===== src/rtl/inst_queue_pkg.sv =====
// Shared types for the fetch-to-decode instruction queue.
package inst_queue_pkg;

  localparam int IQ_DEPTH = 4;

  typedef struct packed {
    logic [31:0] pc;
    logic [31:0] inst;
    logic [31:0] except;
  } fetch_entry_t;

endpackage


===== src/rtl/inst_queue.sv =====
// Circular instruction queue between fetch and decode. Stops accepting entries
// once a faulting fetch is queued, until a flush.
module inst_queue
  import inst_queue_pkg::*;
#(
  parameter int DEPTH = IQ_DEPTH
) (
  input  logic        clk,
  input  logic        rst,
  input  logic        push_valid,
  input  logic [31:0] push_inst,
  input  logic [31:0] push_pc,
  input  logic [31:0] push_except,
  output logic        push_ready,
  output logic        pop_valid,
  output logic [31:0] pop_inst,
  output logic [31:0] pop_pc,
  output logic [31:0] pop_except,
  input  logic        pop_ready,
  input  logic        flush,
  output logic        hold
);

  localparam int PTR_W = (DEPTH > 1) ? $clog2(DEPTH) : 1;
  localparam int CNT_W = PTR_W + 1;

  fetch_entry_t     mem [DEPTH];
  fetch_entry_t     head_entry;
  logic [PTR_W-1:0] head;
  logic [PTR_W-1:0] tail;
  logic [CNT_W-1:0] count;
  logic             hold_q;
  logic             full;
  logic             push_fire;
  logic             pop_fire;

  assign full       = (count == CNT_W'(DEPTH));
  assign push_ready = !full && !hold_q;
  assign pop_valid  = (count != '0);
  assign push_fire  = push_valid && push_ready;
  assign pop_fire   = pop_valid && pop_ready;
  assign hold       = hold_q;

  // Head fields are forced to zero while empty so stale storage never leaks out.
  assign head_entry = mem[head];
  assign pop_inst   = pop_valid ? head_entry.inst   : '0;
  assign pop_pc     = pop_valid ? head_entry.pc     : '0;
  assign pop_except = pop_valid ? head_entry.except : '0;

  always_ff @(posedge clk or negedge rst) begin
    if (!rst) begin
      head   <= '0;
      tail   <= '0;
      count  <= '0;
      hold_q <= 1'b0;
    end else if (flush) begin
      head   <= '0;
      tail   <= '0;
      count  <= '0;
      hold_q <= 1'b0;
    end else begin
      if (push_fire) begin
        tail <= tail + PTR_W'(1);
        if (push_except != '0) begin
          hold_q <= 1'b1;
        end
      end
      if (pop_fire) begin
        head <= head + PTR_W'(1);
      end
      case ({push_fire, pop_fire})
        2'b10:   count <= count + CNT_W'(1);
        2'b01:   count <= count - CNT_W'(1);
        default: count <= count;
      endcase
    end
  end

  always_ff @(posedge clk or negedge rst) begin
    if (!rst) begin
      for (int i = 0; i < DEPTH; i++) begin
        mem[i] <= '0;
      end
    end else if (push_fire && !flush) begin
      mem[tail] <= '{pc: push_pc, inst: push_inst, except: push_except};
    end
  end

endmodule


===== config.mk =====
export PLATFORM = sky130hd
export DESIGN_NAME = inst_queue
export DESIGN_NICKNAME = d
export VERILOG_FILES = /design/src/rtl/inst_queue_pkg.sv /design/src/rtl/inst_queue.sv
export SDC_FILE = /design/constraint.sdc
export NUM_CORES = 1
export LEC_CHECK = 0
export ABC_AREA = 1
export CAP_MARGIN = 10
export CORE_MARGIN = 1
export CORE_UTILIZATION = 50
export CTS_CLUSTER_DIAMETER = 30
export CTS_CLUSTER_SIZE = 16
export DETAILED_ROUTE_END_ITERATION = 8
export PLACE_DENSITY_LB_ADDON = 0.15
export SYNTH_ARGS = -nofsm -noshare
export SYNTH_HDL_FRONTEND = slang
export SYNTH_SLANG_ARGS = --single-unit

===== constraint.sdc =====
create_clock -name clk -period 1.8 [get_ports clk]
set_input_delay 0.18 -clock clk [delete_from_list [all_inputs] [get_ports clk]]
set_output_delay 0.18 -clock clk [all_outputs]
set_load 0.005 [all_outputs]

==> results of run 1 <==
==> metrics by stage <==
| stage | power [mW] | cell area [um2] | util, % |
|---|---|---|---|
| 3_5_place_dp | 27.1 | 21800 | 59.1 |
| 6_report | 49.5 | 29200 | 79.4 |
| 5_1_grt | 51.7 | 29200 | 79.4 |
| 3_3_place_gp | 26.8 | 21800 | 59.1 |
| 4_1_cts | 44.2 | 25600 | 69.7 |
| 2_1_floorplan | 20.5 | 18800 | - |
==> critical path, delay by kind of cell, from the launching register on <==
kind / cells / cell delay [ns]
DFF: 1 / 0.50
buffers and inverters: 5 / 0.68
AOI/OAI and AO/OA: 2 / 0.40
and+or+nand+nor: 2 / 0.17
==> per-layer routing <==
| metal | track usage [%] | vias up |
|---|---|---|
| met3 | 5.02 | 374 |
| met2 | 49.8 | 1038 |
| met5 | 0 | - |
| met1 | 37.3 | 9009 |
| met4 | 11.1 | 2 |
| li1 | - | 8011 |
==> how the worst max path moves through the flow <==
stage | startpoint | end | slack, ns | depth (start not counted)
CTS | head[0] | pop_inst[16] | -0.84 | 6
floorplan | count[1] | count[2] | 0.01 | 12
finish | head[0] | pop_pc[22] | -0.71 | 9
global placement | head[0] | pop_pc[25] | -0.27 | 6
detailed placement | head[1] | pop_except[0] | -0.30 | 6
global route | head[0] | pop_pc[22] | -0.76 | 9
==> repair_timing <==
item                                    in CTS  in global routing
buffers inserted                            54                 44
resized for setup                          523                746
endpoints found under the hold margin      291                  0
pin swaps                                   69                167
hold buffers                                 1                  0
cloned                                      16                 63
endpoints found under the setup margin     101                457
==> cells in the final DEF (no fill, tap or decap), types with 41 or more instances in the layout <==
cell,n
buf_12,67
nor2_4,109
o21ai_2,239
inv_1,101
o21ai_1,293
nand2_1,333
dfrtp_1,390
a21oi_1,55
a21oi_2,41
buf_4,84
buf_6,44
nor2_1,195
nand2_2,54
clkdlybuf4s50_1,99
nor2_2,98
clkbuf_16,135
buf_2,97
o21ai_0,44
==> final cells by class <==
cell class / instances / area (um2)
diodes: 1 / 2.50
clock buffers: 112 / 2490
clock inverters: 50 / 500
fillers: 2179 / 7590
inverters: 106 / 423
multi-input cells: 1517 / 9240
flip-flops and latches: 392 / 9820
well taps: 468 / 586
repair buffers: 484 / 6140
==> state kept, by name, summed over array words and instances, names as in the netlist <==
register / count
hold: 1
head: 2
tail: 2
count: 3
mem: 384
==> report_power, final <==
| part | internal, mW | switching, mW | total (mW) |
|---|---|---|---|
| registers | 11.7 | 2.45 | 14.2 |
| logic | 9.24 | 10.1 | 19.3 |
| clock network | 10.6 | 5.36 | 16.0 |
==> kinds of logic (layout without fill, tap and decap cells) <==
group                      after synthesis  count (layout)  share of synthesized area [%]
buffers and inverters                  264             752                           8.68
xor gates and xnor gates                 2               2                         0.0933
other                                    0               1                              0
AOI/OAI and AO/OA                      675             675                           21.5
and+or+nand+nor                        834             835                           17.1
DFF                                    392             392                           52.2
adders and majority gates                5               5                          0.373
==> summary.md, run 1 <==
| Metric | Value |
|---|---|
| Mapped Area | 18800 um2 |
| Leading area contributor after synthesis | dfrtp_1 |
| Clock-pin slew on the worst setup and hold paths | 0.06 ns |
| HP Class | in2async |
| Critical path arrival | 2.33 ns |
| # DRC | 0 |
| Reg2Reg Setup Slack | -0.29 ns |
| Starting Density | 51.1% |
| Post-Route Setup TNS | -44.23 ns |
| Met2 WL | 35.6 mm |
| Share of cells above drive strength 1 | 42.3% |
| Worst path max stage delay | 0.50 ns |
| Num CTS Buffers | 87 |
| Final setup viols | 177 |
| Worst Path Required | 1.62 ns |
| IO Pins | 200 |
| Most instantiated library cell after synthesis | nand2_1 |
| CTS sink count | 392 |
| Min Hold Slack | 0.107 ns |
| Register bit total from synthesis | 392 |
| Critical R2R Capture | count[2] |
| Worst-path cell chain | buf_6, buf_6, buf_16, buf_12, nor2_1, nor2_1, o21ai_0, a21oi_1, buf_2 |
| Crit share post-route | 139% |
| Vias in the first global route | 16794 |
| Main synth FF type | dfrtp_1 |
| Dpl hpwl | 30.5 mm |
| Final Hold Vio Count | 0 |
| Die area | 38400 um2 |
| Worst setup margin | -0.708 ns |
| CTS H-tree lvls | 3 |
| Core area | 36800 um2 |
| Total length of routed met3 wires | 5.69 mm |
| Global-route wire length before repair | 88.7 mm |
| Commonest cells post-synth | nand2_1, nor2_1, dfrtp_1 |
| Vert. Die Dim | 196 um |
| CP Capture Type | primary output |
| IO Port Bufs | 199 |
| Worst R2R Start | count[0] |
| WL/cell | 23.2 um |
| Post-route ant nets | 0 |
| Iteration-0 DRC Markers | 1461 |
| Gpl congestion | 0.827 |
| Status | finished, violations left |
| Max-cap check violation count | 0 |
| Worst reg2reg path depth | 13 |
| Top post-synthesis cells by area | dfrtp_1, nand2_1, o21ai_2 |
| Maximum VDD drop | 1050 uV |
| Asr flop ratio synth | 100% |
| Syn_nets | 2278 |
| RSZ-0062 raised after global routing | yes |
| Drt pass-1 iters | 5 |
| Final #Nets | 2694 |
| Largest net degree at the start of global routing | 75 |
| Worst-Skew Late Latency | 0.61 ns |
| CP startpoint kind | flip-flop |
| Syn Inst Count | 2172 |
| CTS max path bufs | 3 |
| Tot GR Track Use | 29.2% |
| Top routing layer used | met5 |
| Final min period | 2.51 ns |
| Area share of the largest cell type after synthesis | 52.2% |
| Leak | 13.4 nW |
| Routed Wire Length | 72.7 mm |
| Met1 wire length | 26.7 mm |
| Area Growth Syn to Fin | 55.4% |
| GRT overflow | 0 |
| Rel. slew slack | 66.4% |
| Placed insts | 2801 |
| Unique masters post-synth | 25 |
| Power per cell area | 1700 nW/um2 |
| Via count | 18434 |
| Non-Filler Instances | 3130 |
| Seq/Total Area, Yosys | 52.2% |
| CTS tree | yes |
| Measured slew at the worst slew-check pin | 0.504 ns |
| Crit path kind | reg2out |
| DR vias/cell | 5.89 |
| Die width | 196 um |
| Initial antenna violation count | 2 |
| EDFF count, synth | 0 |
| Violations in the final reports | negative setup slack |
| Mapped Avg Cell Area | 8.65 um2 |
| Synth Warn # | 0 |
| DP Worst Slack | -0.298 ns |
| Max-slew violation count | 0 |
| Layout Skew | 0.0296 ns |
| Maximum fanout along the worst path | 7 |
| Cell Rows | 70 |
| Crit-path slowest cell | dfrtp_4 |
| Clk root buf | clkbuf_16 |
| Max Freq | 399 MHz |
Power figures use the tool's default switching activity.
==> inputs of run 2 (changes only) <==
CORE_MARGIN = 2   (was 1)
TNS_END_PERCENT = 5   (was not set)
==> summary.md, run 2 (same netlist as run 1, synthesis figures left out) <==
| Metric | Value |
|---|---|
| Rel. slew slack | 72.2% |
| Max reg flops | 384 |
| Largest Register | mem |
| HP Class | in2async |
| Final Cell Area | 25900 um2 |
| Measured slew at the worst slew-check pin | 0.417 ns |
| CTS H-tree lvls | 3 |
| Crit-path slowest cell | dfrtp_4 |
| Worst setup margin | -0.515 ns |
| CP Capture Type | primary output |
| Critical path arrival | 2.13 ns |
| Worst-path cell chain | buf_12, inv_16, buf_12, buf_4, buf_4, o21ai_0, a21oi_1, buf_2 |
| CTS sink count | 392 |
| Max Freq | 432 MHz |
| Maximum VDD drop | 869 uV |
| Clock-pin slew on the worst setup and hold paths | 0.04 ns |
| Starting Density | 50.4% |
| Layout Skew | 0.0211 ns |
| CP endpoint | pop_except[29] |
| Clock share of power | 37.1% |
| Worst-Skew Late Latency | 0.60 ns |
| CP startpoint kind | flip-flop |
| Via count | 16357 |
| IO Pins | 200 |
| Top delay family on crit path | buffers and inverters |
| Worst path max stage delay | 0.45 ns |
| Clk root buf | clkbuf_16 |
| Vert. Die Dim | 198 um |
| Max-cap check violation count | 0 |
| Final Hold Vio Count | 0 |
| Area Growth Syn to Fin | 38.0% |
| Status | finished, violations left |
| Cell Rows | 71 |
| Final min period | 2.31 ns |
| CTS max path bufs | 3 |
| Core area | 37300 um2 |
| Commonest cells after routing, fill and taps aside | nand2_1, dfrtp_1, nor2_1 |
| Worst R2R Start | count[0] |
| Global-route wire length before repair | 88.1 mm |
| Combinational power share | 33.3% |
| Placed Area | 21700 um2 |
| Initial antenna violation count | 2 |
| Bufs and invs on worst path | 6 |
| Internal power | 30.8 mW |
| DR vias/cell | 5.42 |
| Critical R2R Capture | count[2] |
| Final setup viols | 99 |
| GRT overflow | 0 |
| Tot GR Track Use | 28.4% |
| Biggest regs | mem x384, count x3 |
| Dpl hpwl | 31.3 mm |
| RSZ-0062 raised after global routing | yes |
| Final Power | 45.9 mW |
| Commonest non-fill, non-tap cell in the layout | nand2_1 |
| Power per cell area | 1770 nW/um2 |
| Non-Filler Instances | 3020 |
| Die area | 39100 um2 |
| Violations in the final reports | negative setup slack |
| Switch Pwr | 15.1 mW |
| Largest net degree at the start of global routing | 75 |
| Drt pass-1 iters | 5 |
| Share of cells above drive strength 1 | 29.4% |
| Start point of the critical path | head[0] |
| CTS tree | yes |
| Crit path kind | reg2out |
| Num CTS Buffers | 87 |
| Post-Route Setup TNS | -39.64 ns |
| WP depth | 8 |
| Worst Path Required | 1.62 ns |
| IO Port Bufs | 199 |
| Routed Wire Length | 54.0 mm |
| Gpl congestion | 0.802 |
| Max-slew violation count | 0 |
| Leak | 12.2 nW |
| Iteration-0 DRC Markers | 891 |
| Register share of total power | 29.6% |
| Vias in the first global route | 16961 |
| Worst reg2reg path depth | 12 |
| Reg2Reg Setup Slack | -0.04 ns |
| Maximum fanout along the worst path | 6 |
| WL/cell | 17.9 um |
| Die width | 198 um |
| # DRC | 0 |
| Switching Share | 32.8% |
| Placed insts | 2811 |
| Crit share post-route | 129% |
| Post-route ant nets | 0 |
| Final #Nets | 2577 |
-- run 2: metrics by stage --
| step | setup slack (ns) | hold WS, ns | utilization, % |
|---|---|---|---|
| 2_1_floorplan | 0.0145 | -0.116 | - |
| 3_5_place_dp | -0.285 | 0.0567 | 58.2 |
| 3_3_place_gp | -0.266 | 0.0544 | 58.2 |
| 4_1_cts | -0.563 | 0.0369 | 69.3 |
| 5_1_grt | -0.555 | 0.0609 | 69.5 |
| 6_report | -0.515 | 0.0577 | 69.5 |
-- run 2: worst min path at each step --
stage,start,end,cells after the start
6_report,rst,mem[143],2
5_1_grt,rst,mem[337],2
4_1_cts,rst,mem[338],2
3_5_place_dp,rst,mem[143],1
3_3_place_gp,rst,mem[333],1
2_1_floorplan,rst,count[0],0
-- run 2: power groups by stage --
stage	clock network [mW]	registers (mW)	logic, mW
global placement	0	13.2	13.6
CTS	17.2	13.4	15.0
floorplan	0	12.9	7.60
global route	17.7	13.9	16.8
detailed placement	0	13.3	13.9
finish	17.0	13.6	15.3
-- run 2: area by class of cell --
class / count / area (um2)
clock buffers: 111 / 2470
repair inverters: 1 / 11.3
well taps: 474 / 593
inverters: 106 / 423
multi-input cells: 1516 / 7910
repair buffers: 367 / 3970
clock inverters: 51 / 729
flip-flops and latches: 392 / 9820
diodes: 2 / 5.00
fillers: 2875 / 11400
-- run 2: what timing repair did --
item	in CTS	in global routing
pin swaps	91	60
resized for setup	573	145
cloned	16	2
hold endpoints to repair	298	0
buffers inserted	26	7
hold buffers	1	0
setup endpoints to repair	107	147
-- run 2: metal layers --
layer	vias up	GRT usage, %	share of wire, %	routed length [um]
li1	7754	-	-	-
met1	8008	37.3	43	23100
met2	480	46.6	49	26400
met3	115	4.75	4.9	2620
met4	0	12.2	3.4	1830
met5	-	0	0	0
